===== config.mk =====
export PLATFORM = sky130hd
export DESIGN_NAME = bist_pattern_ctrl_flat
export DESIGN_NICKNAME = d
export VERILOG_FILES = /design/src/rtl/bist_pattern_ctrl_if.sv /design/src/rtl/bist_pattern_ctrl.sv /design/src/flat_wrapper.sv
export SDC_FILE = /design/constraint.sdc
export NUM_CORES = 1
export LEC_CHECK = 0
export CAP_MARGIN = 20
export CORE_ASPECT_RATIO = 1.2
export CORE_MARGIN = 2
export CORE_UTILIZATION = 50
export CTS_CLUSTER_DIAMETER = 50
export DETAILED_ROUTE_END_ITERATION = 8
export GPL_TIMING_DRIVEN = 0
export PLACE_DENSITY = 0.87
export SYNTH_ARGS = -nofsm -noshare
export SYNTH_HDL_FRONTEND = slang
export SYNTH_SLANG_ARGS = --single-unit

===== constraint.sdc =====
create_clock -name clk -period 2.2 [get_ports clk]
set_input_delay 0.44 -clock clk [delete_from_list [all_inputs] [get_ports clk]]
set_output_delay 0.44 -clock clk [all_outputs]
set_load 0.005 [all_outputs]

===== src/rtl/bist_pattern_ctrl_if.sv =====
// Bus between the BIST sequencer and its environment: run control,
// stimulus/response to the gate-level DUT, and run status/signature.
// The master side is the environment; the slave side is the sequencer.
interface bist_pattern_ctrl_if #(
    parameter int PAT_W  = 2,
    parameter int RSP_W  = 1,
    parameter int MISR_W = 8
);
    logic              start;
    logic              abort;
    logic              mode;
    logic [MISR_W-1:0] golden_sig;
    logic [PAT_W-1:0]  pat_out;
    logic [RSP_W-1:0]  rsp_in;
    logic              busy;
    logic              done;
    logic              pass;
    logic [MISR_W-1:0] signature;
    logic [PAT_W:0]    pat_count;

    modport master (
        output start, abort, mode, golden_sig, rsp_in,
        input  pat_out, busy, done, pass, signature, pat_count
    );

    modport slave (
        input  start, abort, mode, golden_sig, rsp_in,
        output pat_out, busy, done, pass, signature, pat_count
    );
endinterface


===== src/rtl/bist_pattern_ctrl.sv =====
// BIST pattern sequencer: applies exhaustive or LFSR stimulus to a DUT,
// waits SETTLE cycles per pattern, compacts each response into a MISR and
// compares the final signature against a golden value.
module bist_pattern_ctrl #(
    parameter int                PAT_W     = 2,
    parameter int                RSP_W     = 1,
    parameter int                MISR_W    = 8,
    parameter logic [MISR_W-1:0] MISR_POLY = 8'h1D,
    parameter logic [PAT_W-1:0]  LFSR_POLY = 2'b11,
    parameter logic [PAT_W-1:0]  SEED      = PAT_W'(1),
    parameter int                SETTLE    = 1
) (
    input  logic                clk,
    input  logic                rst,
    bist_pattern_ctrl_if.slave  bus
);
    // Settle counter only needs to hold SETTLE-1.
    localparam int SCW = (SETTLE > 1) ? $clog2(SETTLE) : 1;

    // Pattern totals: full counter range, or maximal LFSR (all-zero excluded).
    localparam logic [PAT_W:0] N_EXH  = (PAT_W+1)'(1) << PAT_W;
    localparam logic [PAT_W:0] N_LFSR = N_EXH - 1'b1;

    typedef enum logic [2:0] {
        S_IDLE, S_APPLY, S_SETTLE, S_CAPTURE, S_COMPARE, S_DONE
    } state_t;

    state_t            state;
    logic              mode_q;
    logic [MISR_W-1:0] golden_q;
    logic [SCW-1:0]    scnt;

    logic [MISR_W-1:0] misr_nxt;
    logic [PAT_W-1:0]  pat_nxt;
    logic              last_pat;
    logic              running;

    // Next MISR value, next stimulus pattern and end-of-run detection.
    always_comb begin
        misr_nxt = {bus.signature[MISR_W-2:0], 1'b0}
                 ^ (bus.signature[MISR_W-1] ? MISR_POLY : '0)
                 ^ MISR_W'(bus.rsp_in);
        pat_nxt  = mode_q ? ((bus.pat_out << 1) | PAT_W'(^(bus.pat_out & LFSR_POLY)))
                          : bus.pat_out + 1'b1;
        last_pat = (bus.pat_count + 1'b1) == (mode_q ? N_LFSR : N_EXH);
        running  = (state != S_IDLE) && (state != S_DONE);
    end

    // Sequencer FSM with registered outputs; abort overrides every busy transition.
    always_ff @(posedge clk or posedge rst) begin
        if (rst) begin
            state         <= S_IDLE;
            mode_q        <= 1'b0;
            golden_q      <= '0;
            scnt          <= '0;
            bus.pat_out   <= '0;
            bus.signature <= '0;
            bus.pat_count <= '0;
            bus.busy      <= 1'b0;
            bus.done      <= 1'b0;
            bus.pass      <= 1'b0;
        end else if (running && bus.abort) begin
            // Partial signature/count are kept for post-mortem inspection.
            state    <= S_IDLE;
            bus.busy <= 1'b0;
            bus.done <= 1'b0;
            bus.pass <= 1'b0;
        end else begin
            case (state)
                S_IDLE, S_DONE: begin
                    if (bus.start) begin
                        mode_q        <= bus.mode;
                        golden_q      <= bus.golden_sig;
                        bus.signature <= '0;
                        bus.pat_count <= '0;
                        bus.done      <= 1'b0;
                        bus.pass      <= 1'b0;
                        bus.busy      <= 1'b1;
                        bus.pat_out   <= bus.mode ? SEED : '0;
                        state         <= S_APPLY;
                    end
                end
                S_APPLY: begin
                    if (SETTLE > 0) begin
                        scnt  <= SCW'(SETTLE - 1);
                        state <= S_SETTLE;
                    end else begin
                        state <= S_CAPTURE;
                    end
                end
                S_SETTLE: begin
                    if (scnt == '0) state <= S_CAPTURE;
                    else            scnt  <= scnt - 1'b1;
                end
                S_CAPTURE: begin
                    bus.signature <= misr_nxt;
                    bus.pat_count <= bus.pat_count + 1'b1;
                    if (last_pat) begin
                        state <= S_COMPARE;
                    end else begin
                        bus.pat_out <= pat_nxt;
                        state       <= S_APPLY;
                    end
                end
                S_COMPARE: begin
                    bus.pass <= (bus.signature == golden_q);
                    bus.done <= 1'b1;
                    bus.busy <= 1'b0;
                    state    <= S_DONE;
                end
                default: state <= S_IDLE;
            endcase
        end
    end
endmodule


===== src/flat_wrapper.sv =====
// flat-port wrapper written by rule: the top's interface ports become plain ports
module bist_pattern_ctrl_flat 
#(
    parameter int                PAT_W     = 2,
    parameter int                RSP_W     = 1,
    parameter int                MISR_W    = 8,
    parameter logic [MISR_W-1:0] MISR_POLY = 8'h1D,
    parameter logic [PAT_W-1:0]  LFSR_POLY = 2'b11,
    parameter logic [PAT_W-1:0]  SEED      = PAT_W'(1),
    parameter int                SETTLE    = 1
)
  (clk, rst, bus_start, bus_abort, bus_mode, bus_golden_sig, bus_rsp_in, bus_pat_out, bus_busy, bus_done, bus_pass, bus_signature, bus_pat_count);
  bist_pattern_ctrl_if #(.PAT_W(PAT_W), .RSP_W(RSP_W), .MISR_W(MISR_W)) bus_i ();
  input  logic clk;
  input  logic rst;
  input wire logic [$bits(bus_i.start)-1:0] bus_start;
  input wire logic [$bits(bus_i.abort)-1:0] bus_abort;
  input wire logic [$bits(bus_i.mode)-1:0] bus_mode;
  input wire logic [$bits(bus_i.golden_sig)-1:0] bus_golden_sig;
  input wire logic [$bits(bus_i.rsp_in)-1:0] bus_rsp_in;
  output wire logic [$bits(bus_i.pat_out)-1:0] bus_pat_out;
  output wire logic [$bits(bus_i.busy)-1:0] bus_busy;
  output wire logic [$bits(bus_i.done)-1:0] bus_done;
  output wire logic [$bits(bus_i.pass)-1:0] bus_pass;
  output wire logic [$bits(bus_i.signature)-1:0] bus_signature;
  output wire logic [$bits(bus_i.pat_count)-1:0] bus_pat_count;
  assign bus_i.start = bus_start;
  assign bus_i.abort = bus_abort;
  assign bus_i.mode = bus_mode;
  assign bus_i.golden_sig = bus_golden_sig;
  assign bus_i.rsp_in = bus_rsp_in;
  assign bus_pat_out = bus_i.pat_out;
  assign bus_busy = bus_i.busy;
  assign bus_done = bus_i.done;
  assign bus_pass = bus_i.pass;
  assign bus_signature = bus_i.signature;
  assign bus_pat_count = bus_i.pat_count;
  bist_pattern_ctrl #(.PAT_W(PAT_W), .RSP_W(RSP_W), .MISR_W(MISR_W), .MISR_POLY(MISR_POLY), .LFSR_POLY(LFSR_POLY), .SEED(SEED), .SETTLE(SETTLE)) u_core (.clk(clk), .rst(rst), .bus(bus_i));
endmodule

==> results.ini <==
[run_status]
status=completed

[timing]
fin_crit_sh=0.9152
tightestPinTransition_ns=0.4994
slew_viol_final=0
rsz0062_at_grt=false
timing.hold.ws_ns=0.3236
maxSlewHeadroom=0.6624
tns_ns=0
finalHoldViolCount=0
setup_viol=0
period_needed_ns=2.013
clock_skew_ns=0.008898
clock.fmax_ghz=0.4967

[power_and_ir_drop]
leakagePower_nw=0.8023
vdd_drop_max_mv=0.7260
powerDensity_nw_per_um2=965.0

[placement]
portBuffers=29
gp_congestion=0.8089
hpwl_um=2233
place_area_sq_um=1783

[floorplan]
start_util=0.5207
io_pins=30
fp.dieH_um=63.00
die_area_sq_um=3349
num_rows=21
core_sq_um=2785
die_width_um=53.16

[synth]
synth_area_sq_um=1450
synth_edf_count=0
avgSynthCellArea_sq_um=10.36
syn-num-nets=155
yosys_warnings=0
yosys_register_bits=28
synth_cell_types=37
ys_seq_area_frac=0.4832
async_flop_share=1.000
synth_ff_type=dfrtp_1
netlist_instances=140

[global_route]
grt_pass1_vias=1159
grt_usage=0.2106
overflow=0
grt_max_degree=29
grt_pass1_wl_um=5278
grt_antenna_before_repair=0

[layout]
drive_gt1_frac=0.1264
fin_area_sq_um=1847
final_common_cell=clkdlybuf4s50_1
layout_common_cells=clkdlybuf4s50_1 (29), dfrtp_1 (28), nand2_1 (20)
num-nets-final=190
diodes=0
areaGrowthSynthToFinish_pct=27.35

[setup_path]
cp_max_fo=6
path_common_cell=o22a_1
cp-end-kind=flip-flop
startpoint_type=flip-flop
crit_path_max_incr_delay_ns=0.46
critPathKind=flip-flop to flip-flop
cp.arrival_ns=2.26
path_cells=ha_1, and3b_1, mux2i_1, o21ai_0, o22a_1, o22a_1
worstPathRequired_ns=2.44
cp_slowest_cell=dfrtp_1

[cts]
cts.clk_slew.worst_paths_ns=0.15
cts_tree=built
numClockSinks=28
cts_hold_buf=0
cts_buffers=3
cts_setup_buffers=0
cts_root_buf=clkbuf_4
cts_buffer_depth=2
post_cts_resized=0
insertion_delay_ns=0.33
h-tree-depth=1

[route]
wire_per_inst_um=14.51
drtAntennaViolNets=0
dr.pass1.iters=4
drt-total-wl_um=3019
num_vias=1161
route.detailed.drc=0
drt-initial-drc-count=34
vias_per_cell=5.582

[run]
maxCapViolations=0

[worst_hold_path]
hold_path_class=input pin to asynchronous set/reset pin

[cells in the mapped netlist, types with 2 or more instances]
| master | instances | area (sq um) |
|---|---|---|
| o21ai_0 | 10 | 50.05 |
| nor3b_1 | 3 | 22.52 |
| o22a_1 | 2 | 17.52 |
| nand2b_1 | 2 | 12.51 |
| a21oi_1 | 3 | 15.01 |
| nand3_1 | 4 | 20.02 |
| mux2_2 | 8 | 90.09 |
| buf_6 | 2 | 22.52 |
| inv_1 | 3 | 11.26 |
| a21o_1 | 2 | 15.01 |
| nor2b_1 | 2 | 12.51 |
| o31ai_1 | 2 | 15.01 |
| nor2_1 | 7 | 26.28 |
| dfrtp_1 | 28 | 700.7 |
| nand2_1 | 20 | 75.07 |
| buf_2 | 2 | 10.01 |
| xor2_1 | 9 | 78.83 |
| nor4_1 | 2 | 12.51 |
| xnor2_1 | 6 | 52.55 |
| clkbuf_1 | 2 | 7.510 |
| o22ai_1 | 5 | 31.28 |
[sequential cells by signal, summed over array words and instances (netlist names)]
name	count
u_core.bus.pat_count	3
u_core.mode_q	1
u_core.golden_q	8
u_core.bus.pat_out	2
u_core.bus.done	1
u_core.bus.busy	1
u_core.bus.signature	8
u_core.state	3
u_core.bus.pass	1
[report_power, final]
group | internal (mW) | switching (mW)
sequential | 0.659 | 0.134
combinational | 0.398 | 0.338
clock | 0.101 | 0.152
[worst max-delay path: cells and delay by family, from the launching register on]
family          cells  cell delay [ns]
flops               1             0.46
simple gates        1             0.19
fa+ha+maj           1             0.35
compound gates      3             0.58
mux                 1             0.34
[final timing paths]
check	cells past startpoint	slack, ns	endpoint	startpoint
max	6	0.19	u_core.bus.pat_out[0]	u_core.bus.pat_count[0]
min	2	0.32	u_core.bus.done	rst
max reg2reg	6	0.19	u_core.bus.pat_out[0]	u_core.bus.pat_count[0]
min reg2reg	1	0.51	u_core.bus.done	u_core.bus.done
max in group asynchronous	3	1.48	u_core.state[0]	rst
min in group clk	1	0.51	u_core.bus.done	u_core.bus.done
[per-stage QoR]
stage               setup WS (ns)    util  cells  total power, mW
floorplan                  0.4460       -    140            1.299
global placement         -0.02938  0.6402    203            1.496
detailed placement       -0.05720  0.6402    203            1.535
CTS                        0.1858  0.6532    207            1.785
global route              0.07213  0.6631    208            1.914
finish                     0.1866  0.6631    208            1.782
[cell families (layout without fill, tap and decap cells)]
kind of cell,Yosys count,in the layout,share of synthesized area
compound gates,29,29,0.1380
buf+inv,10,44,0.04055
flops,28,28,0.4832
simple gates,48,48,0.1700
xor+xnor,15,15,0.09060
fa+ha+maj,1,1,0.008627
mux,9,9,0.06903
[final cells by class]
class | count | area, sq um
tap | 34 | 42.54
clock buffer | 4 | 36.28
timing repair buffer | 30 | 317.8
multi-input combinational | 102 | 690.7
inverter | 3 | 11.26
fill | 253 | 938.4
buffer | 7 | 47.55
sequential | 28 | 700.7
[routing by layer]
metal | wire [um] | track usage | up-vias
met5 | 0 | 0 | -
met2 | 1480 | 0.3297 | 40
li1 | - | - | 557
met4 | 65 | 0.08974 | 0
met1 | 1333 | 0.2819 | 557
met3 | 139 | 0.03589 | 7
Power figures use the tool's default switching activity.
